==> src/rtl/conv_pkg.sv <==
// Shared types and constants for the convolution window sequencer.
// Imported by the sequencer top level and its address generator.
package conv_pkg;

    localparam int DATA_W = 8;
    localparam int K_DEF  = 3;
    localparam int K_TAPS = K_DEF * K_DEF;

    typedef enum logic [2:0] {
        IDLE,
        ISSUE,
        DRAIN,
        SAT,
        HOLD,
        FIN
    } state_t;

endpackage

==> src/rtl/conv_window_sequencer_addr_gen.sv <==
// Window/tap counters and image/weight address arithmetic.
// The FSM steps taps and windows; this block reports the last of each.
module conv_addr_gen
    import conv_pkg::*;
#(
    parameter int IMG_W   = 28,
    parameter int IMG_H   = 28,
    parameter int K       = 3,
    parameter int ADDR_W  = 10,
    parameter int WADDR_W = 4
) (
    input  logic               clk,
    input  logic               reset,
    input  logic               clear,
    input  logic               tap_step,
    input  logic               win_step,
    output logic [ADDR_W-1:0]  img_addr,
    output logic [WADDR_W-1:0] w_addr,
    output logic               tap_first,
    output logic               last_tap,
    output logic               last_win,
    output logic [DATA_W-1:0]  row,
    output logic [DATA_W-1:0]  col
);

    localparam logic [WADDR_W-1:0] KM    = WADDR_W'(K - 1);
    localparam logic [WADDR_W-1:0] KW    = WADDR_W'(K);
    localparam logic [DATA_W-1:0]  COL_M = DATA_W'(IMG_W - K);
    localparam logic [DATA_W-1:0]  ROW_M = DATA_W'(IMG_H - K);
    localparam logic [ADDR_W-1:0]  IW    = ADDR_W'(IMG_W);

    logic [WADDR_W-1:0] kx;
    logic [WADDR_W-1:0] ky;

    // Tap counters: kx fastest, wrap to tap 0 after the last tap.
    always_ff @(posedge clk) begin
        if (reset || clear) begin
            kx <= '0;
            ky <= '0;
        end else if (tap_step) begin
            if (kx == KM) begin
                kx <= '0;
                ky <= (ky == KM) ? '0 : ky + 1'b1;
            end else begin
                kx <= kx + 1'b1;
            end
        end
    end

    // Window counters: raster order, wrap to (0,0) after the last window.
    always_ff @(posedge clk) begin
        if (reset || clear) begin
            row <= '0;
            col <= '0;
        end else if (win_step) begin
            if (col == COL_M) begin
                col <= '0;
                row <= (row == ROW_M) ? '0 : row + 1'b1;
            end else begin
                col <= col + 1'b1;
            end
        end
    end

    // Address multiply-add and end-of-sequence flags.
    always_comb begin
        img_addr  = (ADDR_W'(row) + ADDR_W'(ky)) * IW
                  + ADDR_W'(col) + ADDR_W'(kx);
        w_addr    = ky * KW + kx;
        tap_first = (kx == '0) && (ky == '0);
        last_tap  = (kx == KM) && (ky == KM);
        last_win  = (col == COL_M) && (row == ROW_M);
    end

endmodule

==> src/rtl/conv_window_sequencer.sv <==
// Sequencer feeding the convolution MAC stage one window at a time.
// Holds the FSM, the tap-aligned control register and result tagging.
module conv_window_sequencer
    import conv_pkg::*;
#(
    parameter int IMG_W   = 28,
    parameter int IMG_H   = 28,
    parameter int K       = 3,
    parameter int ADDR_W  = 10,
    parameter int WADDR_W = 4,
    parameter int MAC_LAT = 2
) (
    input  logic               clk,
    input  logic               reset,
    input  logic               start,
    output logic               busy,
    output logic               done,
    output logic [ADDR_W-1:0]  img_addr,
    input  logic [DATA_W-1:0]  img_data,
    output logic [WADDR_W-1:0] w_addr,
    input  logic [DATA_W-1:0]  w_data,
    output logic [DATA_W-1:0]  signal,
    output logic [DATA_W-1:0]  weight,
    output logic               clken,
    output logic               s_convout,
    output logic               en_sat,
    output logic               en_mult_r,
    output logic               out_valid,
    output logic [DATA_W-1:0]  out_row,
    output logic [DATA_W-1:0]  out_col
);

    localparam logic [3:0] DL = 4'(MAC_LAT - 1);

    state_t            state;
    state_t            nstate;
    logic [3:0]        dcnt;
    logic              tap_first;
    logic              last_tap;
    logic              last_win;
    logic [DATA_W-1:0] row;
    logic [DATA_W-1:0] col;

    conv_addr_gen #(
        .IMG_W   (IMG_W),
        .IMG_H   (IMG_H),
        .K       (K),
        .ADDR_W  (ADDR_W),
        .WADDR_W (WADDR_W)
    ) u_addr (
        .clk       (clk),
        .reset     (reset),
        .clear     (state == IDLE),
        .tap_step  (state == ISSUE),
        .win_step  (state == HOLD),
        .img_addr  (img_addr),
        .w_addr    (w_addr),
        .tap_first (tap_first),
        .last_tap  (last_tap),
        .last_win  (last_win),
        .row       (row),
        .col       (col)
    );

    // State register.
    always_ff @(posedge clk) begin
        if (reset) state <= IDLE;
        else       state <= nstate;
    end

    // Next-state logic; start is only honoured from IDLE.
    always_comb begin
        nstate = state;
        unique case (state)
            IDLE:    if (start) nstate = ISSUE;
            ISSUE:   if (last_tap) nstate = DRAIN;
            DRAIN:   if (dcnt == DL) nstate = SAT;
            SAT:     nstate = HOLD;
            HOLD:    nstate = last_win ? FIN : ISSUE;
            FIN:     nstate = IDLE;
            default: nstate = IDLE;
        endcase
    end

    // Drain cycle counter, cleared outside DRAIN.
    always_ff @(posedge clk) begin
        if (reset || state != DRAIN) dcnt <= '0;
        else                         dcnt <= dcnt + 1'b1;
    end

    // Controls delayed one cycle to line up with RAM read data.
    always_ff @(posedge clk) begin
        if (reset) begin
            clken     <= 1'b0;
            s_convout <= 1'b0;
        end else begin
            clken     <= (state == ISSUE);
            s_convout <= (state == ISSUE) && tap_first;
        end
    end

    // Tag the result with the window it belongs to on entry to HOLD.
    always_ff @(posedge clk) begin
        if (reset) begin
            out_row <= '0;
            out_col <= '0;
        end else if (state == SAT) begin
            out_row <= row;
            out_col <= col;
        end
    end

    assign busy      = state inside {ISSUE, DRAIN, SAT, HOLD};
    assign done      = (state == FIN);
    assign en_sat    = (state == SAT) || (state == HOLD);
    assign out_valid = (state == HOLD);
    assign en_mult_r = busy;
    assign signal    = img_data;
    assign weight    = w_data;

endmodule

==> config.mk <==
export PLATFORM = sky130hd
export DESIGN_NAME = conv_window_sequencer
export DESIGN_NICKNAME = d
export VERILOG_FILES = /design/src/rtl/conv_pkg.sv /design/src/rtl/conv_window_sequencer_addr_gen.sv /design/src/rtl/conv_window_sequencer.sv
export SDC_FILE = /design/constraint.sdc
export NUM_CORES = 1
export LEC_CHECK = 0
export CORE_ASPECT_RATIO = 1.5
export CORE_UTILIZATION = 50
export CTS_CLUSTER_SIZE = 12
export DETAILED_ROUTE_END_ITERATION = 10
export PLACE_DENSITY = 0.76
export SLEW_MARGIN = 10
export SYNTH_ARGS = -nofsm -noshare
export SYNTH_HDL_FRONTEND = slang
export SYNTH_SLANG_ARGS = --single-unit
==> constraint.sdc <==
create_clock -name clk -period 12.17 [get_ports clk]
set_input_delay 3.651 -clock clk [delete_from_list [all_inputs] [get_ports clk]]
set_output_delay 3.651 -clock clk [all_outputs]
set_load 0.05 [all_outputs]
==> results.json, run 1 <==
{
  "synth_area_leader_cell": "dfxtp_1",
  "r2r_start": "state[1]",
  "synth_top_cell_area_share": 0.2887,
  "place_congestion": 0.8595,
  "h-tree-depth": 2,
  "avgSynthCellArea_um2": 8.758,
  "end_kind": "primary output",
  "grt_max_degree": 25,
  "reg2reg_to": "u_addr.row[0]",
  "skew_ns": 0.007117,
  "tns_ns": 0,
  "die_area_um2": 7137,
  "viasPerCell": 5.415,
  "clkSlewWorstSetupHoldPaths_ns": 0.09,
  "ios": 72,
  "synth-edff-count": 0,
  "slowest_stage": "clkdlybuf4s50_1",
  "finalSetupViolCount": 0,
  "synth-seq-cells": 49,
  "antenna_cells": 0,
  "start_kind": "register",
  "crit_chain": "ha_1 -> fa_1 -> xor2_1 -> fa_1 -> ha_1 -> fa_1 -> xor2_1 -> ha_1 -> ha_1 -> o21ai_0 -> nor2_1 -> o41ai_1 -> xnor3_1 -> clkdlybuf4s50_1",
  "synthArstFlopShare": 0,
  "maxSlewViolCount": 0,
  "final_cells": 480,
  "coreArea_um2": 6531,
  "hold_viol": 0,
  "post_cts_buffers": 0,
  "firstDrtPassIters": 4,
  "grt_pass1_vias": 2566,
  "place.detailed.hpwl_um": 5057,
  "run_status": "complete, no violations",
  "ys_warn_count": 0,
  "post-route-period-util": 0.7516,
  "detail-route-antenna-nets": 0,
  "final_cell_mix": "dfxtp_1 (49), nor2_1 (41), ha_1 (41)",
  "fp.dieW_um": 69.31,
  "hold_buffers": 0,
  "tightest_slew_ns": 1.033,
  "wl_met1_um": 2850,
  "clk_path_buf_depth": 2,
  "synthCells": 388,
  "whs_endpoint": "out_row[2]",
  "yosysUniqueCellTypes": 49,
  "final_cell_area_um2": 3731,
  "rsz0062_at_grt": "no",
  "p_leak_nw": 1.637,
  "hp-start": "out_row[2]",
  "fin_nets": 475,
  "cp_max_fo": 7,
  "numCtsBuffers": 5,
  "grtUsageTotal": 0.1937,
  "ys_seq_area_frac": 0.2887,
  "portBuffers": 39,
  "ctsResizeCount": 0,
  "min_path_type": "reg2reg",
  "placed_cell_area_um2": 3657,
  "relSlewSlack": 0.3086,
  "row_count": 36,
  "hold_depth": 2,
  "wl_per_cell_um": 13.68,
  "drive_gt1_frac": 0.03713,
  "initial_core_util": 0.5203,
  "grt_pass1_wl_um": 11320,
  "top_layer": "met4",
  "cts.sinks": 49,
  "max_freq_ghz": 0.1093,
  "path_class": "reg2out",
  "mostFrequentLayoutCell": "dfxtp_1",
  "clk_latency_ns": 0.30,
  "worstRegToRegCells": 6,
  "routed_wl_um": 6564,
  "grt_overflow": 0,
  "synth.top_cells.by_area": "dfxtp_1 (29%), ha_1 (15%), xnor2_1 (6.4%), fa_1 (5.9%), a21oi_1 (4.9%)",
  "synthFlopType": "dfxtp_1",
  "critPathMaxStageDelay_ns": 0.70,
  "power_density_nw_per_um2": 71.03,
  "rrSetupSlack_ns": 10.27,
  "cp.arrival_ns": 5.50,
  "fin_util": 0.5713,
  "grt_antenna_before_repair": 0,
  "area_growth_pct": 9.794,
  "drc": 0,
  "power_mw": 0.2650,
  "required_ns": 8.52,
  "netlist_area_um2": 3398,
  "vias": 2599,
  "cap_violations": 0,
  "fp.dieH_um": 103.0,
  "drt_iter0_markers": 53,
  "wl_met3_um": 177,
  "peakVddDrop_mv": 0.05449,
  "cp_common_cell": "ha_1",
  "dpl.cell_count": 474,
  "final.min_clock_period_ns": 9.147,
  "cts_tree": "built",
  "routed-wl-met2_um": 3443,
  "clockRootBuffer": "clkbuf_8",
  "syn_nets": 458
}
==> how the worst max path moves through the flow <==
stage	start	end	cells past startpoint
after CTS	u_addr.ky[0]	img_addr[9]	14
after global placement	u_addr.ky[0]	img_addr[9]	14
after detailed placement	u_addr.ky[0]	img_addr[9]	14
final	u_addr.row[0]	img_addr[9]	14
after floorplan	u_addr.ky[0]	img_addr[7]	13
after global routing	u_addr.ky[0]	img_addr[9]	14
==> area by class of cell <==
type | instances | area (um^2)
Sequential cell | 49 | 980.9
Clock inverter | 1 | 5.005
Tap cell | 76 | 95.09
Inverter | 24 | 90.09
Clock buffer | 5 | 68.82
Timing Repair Buffer | 39 | 390.4
Fill cell | 589 | 2800
Multi-Input combinational cell | 286 | 2101
==> cell families (layout without fill, tap and decap cells) <==
group / Yosys count / count (layout) / share of synthesized area
simple gates: 132 / 132 / 0.1815
compound gates: 59 / 59 / 0.1068
buf+inv: 53 / 69 / 0.09315
fa+ha+maj: 51 / 51 / 0.2099
flops: 49 / 49 / 0.2887
xor+xnor: 43 / 43 / 0.1171
mux: 1 / 1 / 0.002946
==> per-layer routing <==
metal / GRT usage / up-vias
li1: - / 1318
met1: 0.2213 / 1235
met2: 0.3674 / 38
met3: 0.02053 / 8
met4: 0.07849 / 0
met5: 0 / -
==> registers in the layout, indices dropped and copies added, names as in the netlist <==
| name | cells |
|---|---|
| u_addr.col | 8 |
| u_addr.ky | 4 |
| u_addr.kx | 4 |
| state | 3 |
| out_col | 8 |
| s_convout | 1 |
| clken | 1 |
| out_row | 8 |
| dcnt | 4 |
| u_addr.row | 8 |
==> cells in the mapped netlist, drive strengths merged, types with 2 or more instances <==
library cell and n:
o21bai 2, a21oi 33, nand2b 3, ha 41, a21o 7, o21ai 7
nand4 6, xor2 16, a211oi 2, xnor2 26, fa 10, or2 2
nor3b 3, o41ai 2, a311oi 2, nand3 10, dfxtp 49, buf 22
clkbuf 6, nand2 41, nor2 42, and2b 2, nor2b 2, nor3 10
and3 4, and2 3, inv 24
==> report_power, final <==
group | switching, mW | leakage [nW] | internal (mW)
sequential | 0.00113 | 0.395 | 0.161
combinational | 0.0101 | 1.20 | 0.00464
clock | 0.0501 | 0.0399 | 0.0379
==> stage by stage <==
| step | worst slack [ns] | hold slack (ns) |
|---|---|---|
| finish | 3.023 | 0.4573 |
| global route | 2.794 | 0.4846 |
| CTS | 2.955 | 0.4577 |
| detailed placement | 3.273 | 0.4465 |
| global placement | 3.443 | 0.4453 |
| floorplan | 4.198 | 0.4337 |
==> worst max-delay path: cells and delay by family (launching register included) <==
family          cells  cell delay [ns]
fa+ha+maj           7             2.50
simple gates        1             0.08
flops               1             0.40
buf+inv             1             0.70
xor+xnor            3             1.05
compound gates      2             0.46
No activity file was read; power rests on OpenSTA's default activity.
==> run 2, diff against run 1 <==
==> constraint.sdc (replaced) <==
create_clock -name clk -period 9.4 [get_ports clk]
set_input_delay 2.82 -clock clk [delete_from_list [all_inputs] [get_ports clk]]
set_output_delay 2.82 -clock clk [all_outputs]
set_load 0.05 [all_outputs]
==> run 2 against run 1 <==
Setup slack lost 1.9 ns; first-iteration DRC count shrank 38%; routed wire length grew 0.94%; non-clock buffer count is the same; cell area is the same; die area is the same; clock power grew 29%; sequential power grew 30%; global-route usage is essentially flat; critical path depth is the same; critical endpoint unchanged; highest routed layer unchanged.
==> results.json, run 2 (same netlist as run 1, synthesis figures left out) <==
{
  "fp.dieH_um": 103.0,
  "place.detailed.hpwl_um": 5051,
  "tns_ns": 0,
  "path_class": "reg2out",
  "peakVddDrop_mv": 0.09068,
  "mostFrequentLayoutCell": "dfxtp_1",
  "crit_start": "u_addr.ky[0]",
  "max_freq_ghz": 0.1203,
  "portBuffers": 39,
  "rsz0062_at_grt": "no",
  "run_status": "complete, no violations",
  "ctsResizeCount": 0,
  "grt_max_degree": 25,
  "drt_iter0_markers": 33,
  "cp.arrival_ns": 5.49,
  "end_kind": "primary output",
  "fin_util": 0.5713,
  "grt_pass1_vias": 2630,
  "p_leak_nw": 1.637,
  "vias": 2611,
  "firstDrtPassIters": 4,
  "clkSlewWorstSetupHoldPaths_ns": 0.08,
  "clk_path_buf_depth": 2,
  "die_area_um2": 7137,
  "numCtsBuffers": 5,
  "power_mw": 0.3436,
  "routed_wl_um": 6626,
  "hold_viol": 0,
  "relSlewSlack": 0.2949,
  "fp.dieW_um": 69.31,
  "grt_antenna_before_repair": 0,
  "post_cts_buffers": 0,
  "drive_gt1_frac": 0.03713,
  "grtUsageTotal": 0.1933,
  "detail-route-antenna-nets": 0,
  "ios": 72,
  "antenna_cells": 0,
  "row_count": 36,
  "initial_core_util": 0.5203,
  "min_path_type": "reg2reg",
  "power_density_nw_per_um2": 92.10,
  "final.min_clock_period_ns": 8.312,
  "r2r_start": "state[1]",
  "maxSlewViolCount": 0,
  "hp-start": "out_col[0]",
  "hold_buffers": 0,
  "post-route-period-util": 0.8843,
  "grt_overflow": 0,
  "wl_per_cell_um": 13.80,
  "fillers": 565,
  "finalSetupViolCount": 0,
  "start_kind": "register",
  "grt_pass1_wl_um": 11300,
  "required_ns": 6.58,
  "viasPerCell": 5.440,
  "h-tree-depth": 2,
  "final_cell_mix": "dfxtp_1 (49), nor2_1 (41), ha_1 (41)",
  "cp_max_fo": 8,
  "clk_latency_ns": 0.29,
  "area_growth_pct": 9.794,
  "place_congestion": 0.8594,
  "skew_ns": 0.007848,
  "coreArea_um2": 6531,
  "clockRootBuffer": "clkbuf_8",
  "tightest_slew_ns": 1.054,
  "cap_violations": 0,
  "cts_tree": "built",
  "fin_nets": 475,
  "cts.sinks": 49,
  "drc": 0
}
run 2: cell counts in the layout (fill, tap and decap cells not counted):
Identical to the previous run, type by type.
run 2: path summary, 6_finish.rpt:
kind / to / slack (ns) / cells past startpoint
worst min register to register: out_col[0] / 0.46 / 2
worst max register to register: u_addr.row[0] / 7.48 / 6
worst min-delay path: out_col[0] / 0.46 / 2
worst max-delay path: img_addr[9] / 1.09 / 14
run 2: per-stage QoR:
stage	hold WS, ns	instance area (um^2)	setup slack, ns	std cells
finish	0.4580	3731	1.088	480
CTS	0.4576	3731	1.017	480
detailed placement	0.4465	3657	1.355	474
global placement	0.4453	3657	1.504	474
floorplan	0.4337	3398	2.259	388
global route	0.4868	3731	0.8252	480
run 2: power by group:
part	switching [mW]	internal, mW
sequential	0.00149	0.209
combinational	0.0132	0.00600
clock	0.0653	0.0491
run 2: final cells by class:
class                           count  area, um^2  share of cell area
Clock buffer                        5       68.82             0.01844
Clock inverter                      1       5.005            0.001341
Inverter                           24       90.09             0.02414
Multi-Input combinational cell    286        2101              0.5630
Sequential cell                    49       980.9              0.2629
Tap cell                           76       95.09             0.02549
Timing Repair Buffer               39       390.4              0.1046
run 2: critical path: stages (launching register included):
cell and delay (ns):
dfxtp_1 0.41, ha_1 0.24, fa_1 0.43, xor2_1 0.42, fa_1 0.51, ha_1 0.24, fa_1 0.46, xor2_1 0.16
ha_1 0.28, ha_1 0.34, o21ai_0 0.09, nor2_1 0.08, o41ai_1 0.36, xnor3_1 0.47, clkdlybuf4s50_1 0.70
run 2: layer usage:
| layer | track usage | up-vias | share of wire |
|---|---|---|---|
| li1 | - | 1310 | - |
| met1 | 0.2179 | 1245 | 0.44 |
| met2 | 0.3637 | 42 | 0.51 |
| met3 | 0.01955 | 14 | 0.027 |
| met4 | 0.09419 | 0 | 0.027 |
| met5 | 0 | - | 0 |
